==> config.mk <==
export PLATFORM = sky130hd
export DESIGN_NAME = i2c_txn_sequencer_flat
export DESIGN_NICKNAME = d
export VERILOG_FILES = /design/src/rtl/i2c_pkg.sv /design/src/rtl/i2c_txn_sequencer_if.sv /design/src/rtl/i2c_req_fifo.sv /design/src/rtl/i2c_txn_sequencer.sv /design/src/flat_wrapper.sv
export SDC_FILE = /design/constraint.sdc
export NUM_CORES = 1
export LEC_CHECK = 0
export CAP_MARGIN = 20
export CORE_ASPECT_RATIO = 2
export CORE_MARGIN = 4
export CORE_UTILIZATION = 45
export CTS_CLUSTER_DIAMETER = 80
export DETAILED_ROUTE_END_ITERATION = 12
export GPL_TIMING_DRIVEN = 0
export PLACE_DENSITY = 0.72
export SYNTH_ARGS = -nofsm -noshare
export SYNTH_HDL_FRONTEND = slang
export SYNTH_SLANG_ARGS = --single-unit
export TNS_END_PERCENT = 20
==> constraint.sdc <==
create_clock -name clk -period 3.7 [get_ports clk]
set_input_delay 0.37 -clock clk [delete_from_list [all_inputs] [get_ports clk]]
set_output_delay 0.37 -clock clk [all_outputs]
set_load 0.03 [all_outputs]
==> src/rtl/i2c_pkg.sv <==
// i2c_pkg: shared widths, FSM encoding and request layout for the I2C transaction sequencer
package i2c_pkg;
  localparam int ADDR_W = 7;
  localparam int REG_W = 8;
  localparam int DATA_W = 16;
  localparam logic [2:0] S_IDLE = 3'd0;
  localparam logic [2:0] S_WAIT_HI = 3'd1;
  localparam logic [2:0] S_WAIT_LO = 3'd2;
  localparam logic [2:0] S_RESP = 3'd3;
  localparam logic [2:0] S_COOL = 3'd4;
  typedef struct packed {
    logic rw;
    logic [ADDR_W-1:0] addr;
    logic [REG_W-1:0] regn;
    logic [DATA_W-1:0] data;
  } req_t;
endpackage

==> src/rtl/i2c_txn_sequencer_if.sv <==
// i2c_txn_sequencer_if: request/response handshakes plus controller fields of the sequencer
//   slave  : the sequencer side (takes requests, drives responses and the controller)
//   master : the system/controller side
interface i2c_txn_sequencer_if #(parameter int FIFO_DEPTH = 4);
  import i2c_pkg::*;
  localparam int CW = $clog2(FIFO_DEPTH) + 1;
  logic req_valid;
  logic req_ready;
  logic [ADDR_W-1:0] req_addr;
  logic [REG_W-1:0] req_reg;
  logic req_rw;
  logic [DATA_W-1:0] req_data;
  logic rsp_valid;
  logic rsp_ready;
  logic rsp_rw;
  logic [DATA_W-1:0] rsp_data;
  logic rsp_timeout;
  logic [CW-1:0] fifo_count;
  logic ctl_en;
  logic [ADDR_W-1:0] ctl_peripheral_address;
  logic [REG_W-1:0] ctl_target_register;
  logic ctl_rw;
  logic [DATA_W-1:0] ctl_din;
  logic [DATA_W-1:0] ctl_dout;
  logic ctl_busy;
  modport slave (
    input req_valid, req_addr, req_reg, req_rw, req_data, rsp_ready, ctl_dout, ctl_busy,
    output req_ready, rsp_valid, rsp_rw, rsp_data, rsp_timeout, fifo_count,
    output ctl_en, ctl_peripheral_address, ctl_target_register, ctl_rw, ctl_din
  );
  modport master (
    output req_valid, req_addr, req_reg, req_rw, req_data, rsp_ready, ctl_dout, ctl_busy,
    input req_ready, rsp_valid, rsp_rw, rsp_data, rsp_timeout, fifo_count,
    input ctl_en, ctl_peripheral_address, ctl_target_register, ctl_rw, ctl_din
  );
endinterface

==> src/rtl/i2c_req_fifo.sv <==
// i2c_req_fifo: 32-bit request FIFO with push/pop/count
//   push/din : write an entry; pop : discard head; dout : head entry; count : occupancy
module i2c_req_fifo import i2c_pkg::*; #(
  parameter int DEPTH = 4
) (
  input  logic clk,
  input  logic rst_n,
  input  logic push,
  input  logic pop,
  input  req_t din,
  output req_t dout,
  output logic [$clog2(DEPTH):0] count
);
  localparam int AW = $clog2(DEPTH);
  localparam int CW = AW + 1;
  req_t mem_q [DEPTH];
  logic [AW-1:0] wr_ptr_q, wr_ptr_d, rd_ptr_q, rd_ptr_d;
  logic [CW-1:0] count_q, count_d;
  always_comb begin
    wr_ptr_d = wr_ptr_q + AW'(push);
    rd_ptr_d = rd_ptr_q + AW'(pop);
    count_d = count_q + CW'(push) - CW'(pop);
  end
  always_ff @(posedge clk or negedge rst_n)
    if (!rst_n) begin
      wr_ptr_q <= '0;
      rd_ptr_q <= '0;
      count_q <= '0;
    end else begin
      wr_ptr_q <= wr_ptr_d;
      rd_ptr_q <= rd_ptr_d;
      count_q <= count_d;
    end
  always_ff @(posedge clk)
    if (push) mem_q[wr_ptr_q] <= din;
  assign dout = mem_q[rd_ptr_q];
  assign count = count_q;
endmodule

==> src/rtl/i2c_txn_sequencer.sv <==
// i2c_txn_sequencer: queues register requests and runs them one at a time on the controller en/busy handshake
//   clk, rst_n : system clock, asynchronous active-low reset
//   bus        : request and response valid/ready ports, FIFO occupancy, controller fields
module i2c_txn_sequencer import i2c_pkg::*; #(
  parameter int FIFO_DEPTH = 4,
  parameter int BUSY_TIMEOUT = 65535,
  parameter int COOLDOWN = 16
) (
  input logic clk,
  input logic rst_n,
  i2c_txn_sequencer_if.slave bus
);
  localparam int CW = $clog2(FIFO_DEPTH) + 1;
  localparam int TW = $clog2((BUSY_TIMEOUT > COOLDOWN ? BUSY_TIMEOUT : COOLDOWN) + 1);
  logic [2:0] state_q, state_d;
  logic [1:0] passes_q, passes_d;
  logic [TW-1:0] tmr_q, tmr_d;
  logic ctl_en_q, ctl_en_d;
  req_t hold_q, hold_d, head, din;
  logic rsp_valid_q, rsp_valid_d, rsp_rw_q, rsp_rw_d, rsp_timeout_q, rsp_timeout_d;
  logic [DATA_W-1:0] rsp_data_q, rsp_data_d;
  logic busy_m_q, busy_s_q, busy_p_q;
  logic [CW-1:0] count;
  logic push, pop, rise, fall, waiting, expired, finish, abort;
  assign din = {bus.req_rw, bus.req_addr, bus.req_reg, bus.req_data};
  assign bus.req_ready = count != CW'(FIFO_DEPTH);
  assign push = bus.req_valid & bus.req_ready;
  assign pop = state_q == S_IDLE && count != '0;
  i2c_req_fifo #(.DEPTH(FIFO_DEPTH)) u_fifo (
    .clk(clk), .rst_n(rst_n), .push(push), .pop(pop), .din(din), .dout(head), .count(count)
  );
  // edges only from the synchronized copy; ctl_busy lives on the controller's derived clock
  assign rise = busy_s_q & ~busy_p_q;
  assign fall = ~busy_s_q & busy_p_q;
  assign waiting = state_q == S_WAIT_HI || state_q == S_WAIT_LO;
  assign expired = waiting && tmr_q == TW'(BUSY_TIMEOUT - 1);
  assign finish = state_q == S_WAIT_LO && fall && passes_q == 2'd1;
  // a real edge in the same cycle as expiry wins over the abort
  assign abort = expired && !(state_q == S_WAIT_HI ? rise : fall);
  always_comb begin
    case (state_q)
      S_IDLE:    state_d = pop ? S_WAIT_HI : S_IDLE;
      S_WAIT_HI: state_d = rise ? S_WAIT_LO : abort ? S_RESP : S_WAIT_HI;
      S_WAIT_LO: state_d = finish || abort ? S_RESP : fall ? S_WAIT_HI : S_WAIT_LO;
      S_RESP:    state_d = bus.rsp_ready ? S_COOL : S_RESP;
      S_COOL:    state_d = tmr_q == TW'(COOLDOWN - 1) ? S_IDLE : S_COOL;
      default:   state_d = S_IDLE;
    endcase
    hold_d = pop ? head : hold_q;
    // a read needs an address pass and a data pass on the controller
    passes_d = pop ? (head.rw ? 2'd2 : 2'd1) : state_q == S_WAIT_LO && fall ? passes_q - 2'd1 : passes_q;
    tmr_d = state_d != state_q ? '0 : tmr_q + TW'(1);
    // en follows the wait states one cycle late, and drops on the very edge that leaves them
    ctl_en_d = waiting && (state_d == S_WAIT_HI || state_d == S_WAIT_LO);
    rsp_valid_d = finish || abort ? 1'b1 : state_q == S_RESP && bus.rsp_ready ? 1'b0 : rsp_valid_q;
    rsp_rw_d = finish || abort ? hold_q.rw : rsp_rw_q;
    rsp_data_d = finish ? (hold_q.rw ? bus.ctl_dout : '0) : abort ? '0 : rsp_data_q;
    rsp_timeout_d = finish || abort ? abort : rsp_timeout_q;
  end
  always_ff @(posedge clk or negedge rst_n)
    if (!rst_n) begin
      state_q <= S_IDLE;
      passes_q <= '0;
      tmr_q <= '0;
      hold_q <= '0;
      ctl_en_q <= 1'b0;
      rsp_valid_q <= 1'b0;
      rsp_rw_q <= 1'b0;
      rsp_data_q <= '0;
      rsp_timeout_q <= 1'b0;
      {busy_p_q, busy_s_q, busy_m_q} <= '0;
    end else begin
      state_q <= state_d;
      passes_q <= passes_d;
      tmr_q <= tmr_d;
      hold_q <= hold_d;
      ctl_en_q <= ctl_en_d;
      rsp_valid_q <= rsp_valid_d;
      rsp_rw_q <= rsp_rw_d;
      rsp_data_q <= rsp_data_d;
      rsp_timeout_q <= rsp_timeout_d;
      {busy_p_q, busy_s_q, busy_m_q} <= {busy_s_q, busy_m_q, bus.ctl_busy};
    end
  assign bus.fifo_count = count;
  assign bus.ctl_en = ctl_en_q;
  assign bus.ctl_peripheral_address = hold_q.addr;
  assign bus.ctl_target_register = hold_q.regn;
  assign bus.ctl_rw = hold_q.rw;
  assign bus.ctl_din = hold_q.data;
  assign bus.rsp_valid = rsp_valid_q;
  assign bus.rsp_rw = rsp_rw_q;
  assign bus.rsp_data = rsp_data_q;
  assign bus.rsp_timeout = rsp_timeout_q;
endmodule

==> src/flat_wrapper.sv <==
// flat-port wrapper written by rule: the top's interface ports become plain ports
module i2c_txn_sequencer_flat import i2c_pkg::*;
#(
  parameter int FIFO_DEPTH = 4,
  parameter int BUSY_TIMEOUT = 65535,
  parameter int COOLDOWN = 16
)
  (clk, rst_n, bus_req_valid, bus_req_addr, bus_req_reg, bus_req_rw, bus_req_data, bus_rsp_ready, bus_ctl_dout, bus_ctl_busy, bus_req_ready, bus_rsp_valid, bus_rsp_rw, bus_rsp_data, bus_rsp_timeout, bus_fifo_count, bus_ctl_en, bus_ctl_peripheral_address, bus_ctl_target_register, bus_ctl_rw, bus_ctl_din);
  i2c_txn_sequencer_if #(.FIFO_DEPTH(FIFO_DEPTH)) bus_i ();
  input logic clk;
  input logic rst_n;
  input wire logic [$bits(bus_i.req_valid)-1:0] bus_req_valid;
  input wire logic [$bits(bus_i.req_addr)-1:0] bus_req_addr;
  input wire logic [$bits(bus_i.req_reg)-1:0] bus_req_reg;
  input wire logic [$bits(bus_i.req_rw)-1:0] bus_req_rw;
  input wire logic [$bits(bus_i.req_data)-1:0] bus_req_data;
  input wire logic [$bits(bus_i.rsp_ready)-1:0] bus_rsp_ready;
  input wire logic [$bits(bus_i.ctl_dout)-1:0] bus_ctl_dout;
  input wire logic [$bits(bus_i.ctl_busy)-1:0] bus_ctl_busy;
  output wire logic [$bits(bus_i.req_ready)-1:0] bus_req_ready;
  output wire logic [$bits(bus_i.rsp_valid)-1:0] bus_rsp_valid;
  output wire logic [$bits(bus_i.rsp_rw)-1:0] bus_rsp_rw;
  output wire logic [$bits(bus_i.rsp_data)-1:0] bus_rsp_data;
  output wire logic [$bits(bus_i.rsp_timeout)-1:0] bus_rsp_timeout;
  output wire logic [$bits(bus_i.fifo_count)-1:0] bus_fifo_count;
  output wire logic [$bits(bus_i.ctl_en)-1:0] bus_ctl_en;
  output wire logic [$bits(bus_i.ctl_peripheral_address)-1:0] bus_ctl_peripheral_address;
  output wire logic [$bits(bus_i.ctl_target_register)-1:0] bus_ctl_target_register;
  output wire logic [$bits(bus_i.ctl_rw)-1:0] bus_ctl_rw;
  output wire logic [$bits(bus_i.ctl_din)-1:0] bus_ctl_din;
  assign bus_i.req_valid = bus_req_valid;
  assign bus_i.req_addr = bus_req_addr;
  assign bus_i.req_reg = bus_req_reg;
  assign bus_i.req_rw = bus_req_rw;
  assign bus_i.req_data = bus_req_data;
  assign bus_i.rsp_ready = bus_rsp_ready;
  assign bus_i.ctl_dout = bus_ctl_dout;
  assign bus_i.ctl_busy = bus_ctl_busy;
  assign bus_req_ready = bus_i.req_ready;
  assign bus_rsp_valid = bus_i.rsp_valid;
  assign bus_rsp_rw = bus_i.rsp_rw;
  assign bus_rsp_data = bus_i.rsp_data;
  assign bus_rsp_timeout = bus_i.rsp_timeout;
  assign bus_fifo_count = bus_i.fifo_count;
  assign bus_ctl_en = bus_i.ctl_en;
  assign bus_ctl_peripheral_address = bus_i.ctl_peripheral_address;
  assign bus_ctl_target_register = bus_i.ctl_target_register;
  assign bus_ctl_rw = bus_i.ctl_rw;
  assign bus_ctl_din = bus_i.ctl_din;
  i2c_txn_sequencer #(.FIFO_DEPTH(FIFO_DEPTH), .BUSY_TIMEOUT(BUSY_TIMEOUT), .COOLDOWN(COOLDOWN)) u_core (.clk(clk), .rst_n(rst_n), .bus(bus_i));
endmodule
==> insert_results.sql <==
INSERT INTO impl_metrics (metric_group, metric, value, unit) VALUES
('setup_path', 'critPathKind', 'reg -> reg', ''),
('logic_synthesis', 'yosys_warnings', '0', ''),
('detailed_routing', 'drt_drc_violations_left', '0', ''),
('final_layout', 'layoutNonFillerInstCount', '814', ''),
('timing', 'grt_setup_unrepaired', 'no', ''),
('cts', 'worst_skew_pair.late_latency', '0.49', 'ns'),
('cts', 'tritoncts', 'done', ''),
('logic_synthesis', 'seq_area_frac_synth', '72.0', '%'),
('final_layout', 'drive_above_1_share', '20.8', '%'),
('final_layout', 'final_nets', '647', ''),
('timing', 'finalCritPeriodShare', '80.6', '%'),
('timing', 'timing_hold_violations_final', '0', ''),
('floorplanning', 'initial_core_util', '46.0', '%'),
('logic_synthesis', 'yosys.cell_count.top_type', 'edfxtp_1', ''),
('floorplanning', 'chipHeight', '199', 'um'),
('setup_path', 'worst_setup_path_end_kind', 'register', ''),
('setup_path', 'timing.critical_path.fanout_max', '11', ''),
('pwr', 'cellLeakagePower', '0.00380', 'uW'),
('logic_synthesis', 'ys_dominant_reg_cell', 'edfxtp_1', ''),
('logic_synthesis', 'synth.cell_area', '0.00823', 'mm^2'),
('placement', 'placed_cells', '776', ''),
('logic_synthesis', 'synth.top_cells.by_area', 'edfxtp_1, dfrtp_1, mux4_2', ''),
('floorplanning', 'die_width', '104', 'um'),
('pwr', 'p_sw_share', '33.8', '%'),
('global_route', 'global_route.usage.total', '16.8', '%'),
('detailed_routing', 'drt_pass1_iterations', '6', ''),
('hold_path', 'hold_path.class', 'in -> async', ''),
('logic_synthesis', 'synth_adder_area_share', '1.31', '%'),
('cts', 'clock_tree.root_cell', 'clkbuf_16', ''),
('timing', 'relSlewSlack', '39.4', '%'),
('pwr', 'comb_power_share', '38.9', '%'),
('logic_synthesis', 'yosys.area.top_type_share', '46.7', '%'),
('setup_path', 'cp-start-kind', 'register', ''),
('setup_path', 'worst_path_max_delay_cell', 'nor4_4', ''),
('floorplanning', 'core.rowCount', '69', ''),
('final_layout', 'multi_input_area', '0.00215', 'mm^2'),
('pwr', 'power_density', '852', 'mW/mm^2'),
('timing', 'worst_hold_slack', '0.330', 'ns'),
('floorplanning', 'core_region_area', '0.0179', 'mm^2'),
('detailed_routing', 'num_vias', '4512', ''),
('pwr', 'p_sw', '2980', 'uW'),
('cts', 'post_cts_buffers', '0', ''),
('logic_synthesis', 'synth_top_family_by_area', 'multiplexers', ''),
('global_route', 'vias_in_the_first_global_route', '5109', ''),
('logic_synthesis', 'synth.cells.most_frequent', 'edfxtp_1, dfrtp_1, mux4_2', ''),
('cts', 'clock_sink_count', '211', ''),
('detailed_routing', 'detail_route.wl_per_cell', '20.7', 'um'),
('setup_path', 'crit_chain', 'buf_4, nor4_4, buf_2, ha_1, inv_1, ha_1, inv_1, fa_1, xnor2_1, xnor2_1', ''),
('global_route', 'grt_max_degree', '68', ''),
('floorplanning', 'num_io_pins', '109', ''),
('timing', 'fin_crit', '2.98', 'ns'),
('logic_synthesis', 'synth_edf_count', '128', ''),
('detailed_routing', 'totalWireLength', '16.9', 'mm'),
('logic_synthesis', 'yosys.area_share.xor_xnor', '2.13', '%'),
('cts', 'clkSlewWorstSetupHoldPaths', '0.07', 'ns'),
('status', 'status', 'completed', ''),
('placement', 'gp_routability_congestion', '0.818', ''),
('timing', 'skew', '0.0116', 'ns'),
('placement', 'dp_hpwl', '11.6', 'mm'),
('cts', 'cts.htree.levels', '1', ''),
('detailed_routing', 'drtIter0Drc', '147', ''),
('pwr', 'cellInternalPower', '5830', 'uW'),
('logic_synthesis', 'yosys_register_bits', '211', ''),
('detailed_routing', 'drt.antenna.violating_nets', '0', ''),
('final_layout', 'seqCellArea', '0.00592', 'mm^2'),
('pwr', 'power_frac_clock', '21.6', '%'),
('global_route', 'grt.overflow.total', '0', ''),
('logic_synthesis', 'postSynthNetCount', '511', ''),
('logic_synthesis', 'synth_cells', '450', ''),
('timing', 'fmaxAchievable', '0.335', 'GHz'),
('cts', 'clockBufferDepth', '3', '');
-- layout make-up --
type	instances	area share, %
Sequential cell	211	57.3
Multi-Input combinational cell	206	20.8
Timing Repair Buffer	114	11.7
Clock buffer	27	5.30
Tap cell	213	2.58
Buffer	22	1.34
Clock inverter	9	0.545
Inverter	11	0.399
Antenna cell	1	0.0242
-- through the flow --
| stage | instance area (um^2) | TNS, ns | total power, uW | worst slack, ns |
|---|---|---|---|---|
| floorplan | 8230 | 0 | 5690 | 0.680 |
| global placement | 9580 | -99.32 | 6800 | -1.02 |
| detailed placement | 9720 | 0 | 7010 | 0.643 |
| CTS | 10300 | 0 | 8950 | 0.637 |
| global route | 10300 | 0 | 9270 | 0.488 |
| finish | 10300 | 0 | 8810 | 0.719 |
-- worst paths after layout --
check | slack (ns) | from | cells after the start | end
max | 0.72 | u_core.state_q[2] | 10 | u_core.u_fifo.count[2]
min reg2reg | 0.35 | u_core.busy_m_q | 0 | u_core.busy_s_q
min | 0.33 | rst_n | 2 | u_core.bus.ctl_target_register[7]
max in group asynchronous | 2.72 | rst_n | 3 | u_core.bus.ctl_din[1]
min in group clk | 0.35 | u_core.busy_m_q | 0 | u_core.busy_s_q
max reg2reg | 0.72 | u_core.state_q[2] | 10 | u_core.u_fifo.count[2]
-- cell families after synthesis --
group                      Yosys count
buffers and inverters               33
xor gates and xnor gates            20
adders and majority gates            8
DFF                                211
and+or+nand+nor                     83
AOI/OAI and AO/OA                   30
muxes                               65
-- registers in the layout, summed over array words and instances, names as in the netlist --
register                           cells
u_core.bus.ctl_din                    16
u_core.bus.ctl_en                      1
u_core.bus.ctl_peripheral_address      7
u_core.bus.ctl_rw                      1
u_core.bus.ctl_target_register         8
u_core.bus.rsp_data                   16
u_core.bus.rsp_rw                      1
u_core.bus.rsp_timeout                 1
u_core.bus.rsp_valid                   1
u_core.busy_m_q                        1
u_core.busy_p_q                        1
u_core.busy_s_q                        1
u_core.passes_q                        2
u_core.state_q                         3
u_core.tmr_q                          16
u_core.u_fifo.count                    3
u_core.u_fifo.mem_q                  128
u_core.u_fifo.rd_ptr_q                 2
u_core.u_fifo.wr_ptr_q                 2
-- layer usage --
| metal | global-route usage, % | wire length, um | share of wire, % | up-vias |
|---|---|---|---|---|
| met2 | 33.0 | 9760 | 58 | 139 |
| met1 | 18.1 | 5930 | 35 | 2310 |
| met5 | 0 | 0 | 0 | - |
| met3 | 3.07 | 814 | 4.8 | 32 |
| li1 | - | - | - | 2031 |
| met4 | 5.18 | 380 | 2.3 | 0 |
-- power groups by stage --
stage               sequential, uW  clock [uW]  combinational, uW
global route                  3550        2040               3680
floorplan                     4030           0               1660
CTS                           3490        1960               3490
global placement              3500           0               3300
finish                        3480        1900               3420
detailed placement            3530           0               3470
-- critical path: cells and delay by family (launching register included) --
family,cells,cell delay (ns)
DFF,1,0.36
adders and majority gates,3,0.78
buffers and inverters,4,0.70
xor gates and xnor gates,2,0.28
and+or+nand+nor,1,0.74
-- repair_timing --
item | CTS | global route
endpoints found under the hold margin | 16 | 0
hold buffers | 1 | 0
resized for setup | 0 | 0
-- cells in the final DEF (no fill, tap or decap), types with 2 or more instances in the layout --
cell             synthesis  routed
buf_2                    8       8
clkinv_1                 0       3
buf_12                   0       2
inv_6                    0       2
a22o_1                  16      16
nand4_1                  5       5
mux2_2                  31      31
nand3_1                  5       5
buf_16                   0       3
inv_1                   11      11
nor3_1                   4       3
buf_4                    4       5
nand2_1                 16      16
nand2b_1                 2       2
and3_1                   4       3
dfrtp_1                 83      83
ha_1                     7       7
nor4_2                   2       2
clkbuf_1                 5      11
and2_1                   4       4
mux4_2                  32      32
xor2_1                   5       5
nor2_1                  11       9
a21oi_1                  2       2
buf_6                    4       4
nor4_1                  21      21
clkbuf_16                0      21
edfxtp_1               128     128
nor2b_1                  3       3
xnor2_1                 15      15
nor2_4                   0       2
clkdlybuf4s50_1          0     107
No activity file was read; power rests on OpenSTA's default activity.
==> edit (config.mk and constraints unchanged) <==
`BUSY_TIMEOUT` is set to 65535 in 2 places; all go to 32767.
--- a/src/rtl/i2c_txn_sequencer.sv
+++ b/src/rtl/i2c_txn_sequencer.sv
@@ -3,7 +3,7 @@
 //   bus        : request and response valid/ready ports, FIFO occupancy, controller fields
 module i2c_txn_sequencer import i2c_pkg::*; #(
   parameter int FIFO_DEPTH = 4,
-  parameter int BUSY_TIMEOUT = 65535,
+  parameter int BUSY_TIMEOUT = 32767,
   parameter int COOLDOWN = 16
 ) (
   input logic clk,
--- a/src/flat_wrapper.sv
+++ b/src/flat_wrapper.sv
@@ -2,7 +2,7 @@
 module i2c_txn_sequencer_flat import i2c_pkg::*;
 #(
   parameter int FIFO_DEPTH = 4,
-  parameter int BUSY_TIMEOUT = 65535,
+  parameter int BUSY_TIMEOUT = 32767,
   parameter int COOLDOWN = 16
 )
   (clk, rst_n, bus_req_valid, bus_req_addr, bus_req_reg, bus_req_rw, bus_req_data, bus_rsp_ready, bus_ctl_dout, bus_ctl_busy, bus_req_ready, bus_rsp_valid, bus_rsp_rw, bus_rsp_data, bus_rsp_timeout, bus_fifo_count, bus_ctl_en, bus_ctl_peripheral_address, bus_ctl_target_register, bus_ctl_rw, bus_ctl_din);
Formal check against the unedited RTL: same outputs for any inputs over 4 cycles, from zero or initial values and one cycle with rst_n low; that may be too few to reach the edited logic, so the function may still have changed.
==> edit against the unedited design <==
  * Setup slack gained 0.25 ns
  * Power rose by 2.8%
  * Routed wire length down 2.2%
  * Sequential power is essentially flat
  * Via count fell by 3.9%
  * Synthesized area up 0.59%
  * Sequential cell count down 1
  * Fmax is 9.1% higher
  * Cell area grew 1.6%
  * Critical path type unchanged
  * Largest power group unchanged
==> edit: results (changes against the unedited design) <==
stage;metric;value;unit;change
placement;HPWL after DPL;11.5;mm;was 11.6 mm
detailed_routing;vias;4336;;was 4,512
global_route;largest net degree at the start of global routing;68;;unchanged
placement;number of instances in the placed design;768;;was 776
detailed_routing;initial DRC count;152;;was 147
layout;max FFs per register;128;;unchanged
min_path;Hold Crit Class;input port to asynchronous set/reset pin;;unchanged
critical_path;CP arrival;3.11;ns;was 3.35 ns
pwr;Peak VDD IR;0.605;mV;was 0.560 mV
global_route;GR Util met2;32.1;%;was 33.0%
global_route;global-route wire length before repair;26.4;mm;was 27.3 mm
critical_path;Crit path max-delay family;adder cells;;unchanged
synth;Adder-Cell Fraction of Synth Area;1.30;%;was 1.31%
layout;share of post-route cells with drive strength above 1;24.1;%;was 20.8%
critical_path;critical path's slowest cell;dfrtp_1;;was nor4_4
detailed_routing;DR pass1 iterations;4;;was 6
detailed_routing;WL final;16.5;mm;was 16.9 mm
pwr;LEAKAGE;3.92;nW;was 3.80 nW
clock_network;CTS sink count;210;;was 211
clock_network;Clk Latency, worst-skew pair;0.49;ns;about the same
synth;XOR/XNOR Fraction of Synth Area;1.91;%;was 2.13%
placement;Post-DP Area;9780;um^2;was 9720 um^2
synth;register area share after synthesis;71.3;%;was 72.0%
global_route;met3 GRT Util;2.45;%;was 3.07%
synth;EDFF count, synth;128;;unchanged
clock_network;Hold Buf Count CTS;1;;unchanged
layout;nets;638;;was 647
clock_network;Worst-path clk slew;0.07;ns;about the same
synth;Synth Net Count;503;;was 511
global_route;Global Route Usage Sum;16.1;%;was 16.8%
placement;Buffers on Ports;108;;unchanged
synth;mux contribution to synthesized area;13.2;%;was 13.3%
detailed_routing;Via density;5.39;;was 5.54
timing;Fin Clk Skew;0.0217;ns;was 0.0116 ns
global_route;vias in the first global route;4906;;was 5,109
synth;Synth Area in Compound Gates;3.49;%;was 3.26%
synth;Syn Inst Count;442;;was 450
global_route;initial antenna violation count;1;;was 0
clock_network;CTS Buf Count;19;;was 20
placement;Setup WS pre-CTS;0.966;ns;was 0.643 ns
clock_network;Clock Tree Buf Depth;3;;unchanged
clock_network;# resized after CTS;0;;unchanged
global_route;met1 Use GR;17.1;%;was 18.1%
placement;Final GP Congestion;0.843;;was 0.818
synth;Distinct cells, synth;56;;was 47
outcome;run status;completed;;unchanged
clock_network;H-tree Lvls;1;;unchanged
timing;Worst Tran Pin Value;0.923;ns;was 0.910 ns
layout;number of fill cells;1350;;was 1,374
clock_network;setup repair bufs after CTS;0;;unchanged
synth;Synth top cells by count;edfxtp_1, dfrtp_1, mux4_2, mux2_2;;was edfxtp_1, dfrtp_1, mux4_2, mux2_2, nor4_1
critical_path;CP peak stage delay;0.38;ns;was 0.74 ns
synth;async set or reset register ratio after synthesis;39.0;%;was 39.3%
synth;synth top area cells;edfxtp_1, dfrtp_1, mux4_2;;unchanged
[edit: cell types whose count changed in the layout (fill, tap and decap cells not counted), sizes merged, moves of 3 or more]
cell	before	now
inv	14	11
nor3	4	17
xor2	5	13
nor4	24	2
bufinv	0	4
nor2	11	5
xnor2	15	5
[edit: area by class of cell]
cell class / instances / area share [%]
Multi-Input combinational cell: 201 / 21.0
Clock buffer: 24 / 5.20
Sequential cell: 210 / 56.1
Timing Repair Buffer: 114 / 11.7
Antenna cell: 1 / 0.0238
Tap cell: 213 / 2.54
Clock inverter: 10 / 1.50
Buffer: 22 / 1.61
Inverter: 9 / 0.322
[edit: routing by layer]
layer	wire length, um	vias to the layer above
met5	0	-
met4	436	0
li1	-	1975
met1	5630	2237
met3	672	23
met2	9780	101
[edit: where the power goes]
group          switching, mW  internal (mW)
Combinational           1.78           1.62
Clock                  0.847           1.33
Sequential             0.308           3.16
Total                   2.94           6.11
[edit: worst paths after layout]
kind | to | startpoint | slack, ns | depth (start not counted)
worst max-delay path | u_core.u_fifo.count[2] | u_core.state_q[0] | 0.97 | 12
worst min-delay path | u_core.bus.ctl_din[4] | rst_n | 0.29 | 2
worst max register to register | u_core.u_fifo.count[2] | u_core.state_q[0] | 0.97 | 12
worst min register to register | u_core.busy_s_q | u_core.busy_m_q | 0.36 | 0
max in group asynchronous | u_core.bus.ctl_target_register[3] | rst_n | 2.76 | 3
min in group clk | u_core.busy_m_q | bus_ctl_busy | 0.33 | 1
[edit: through the flow]
stage	utilization, %	hold slack (ns)
finish	58.5	0.288
detailed placement	54.5	0.256
floorplan	-	0.0744
global route	58.5	0.297
CTS	58.5	0.273
global placement	53.6	0.349
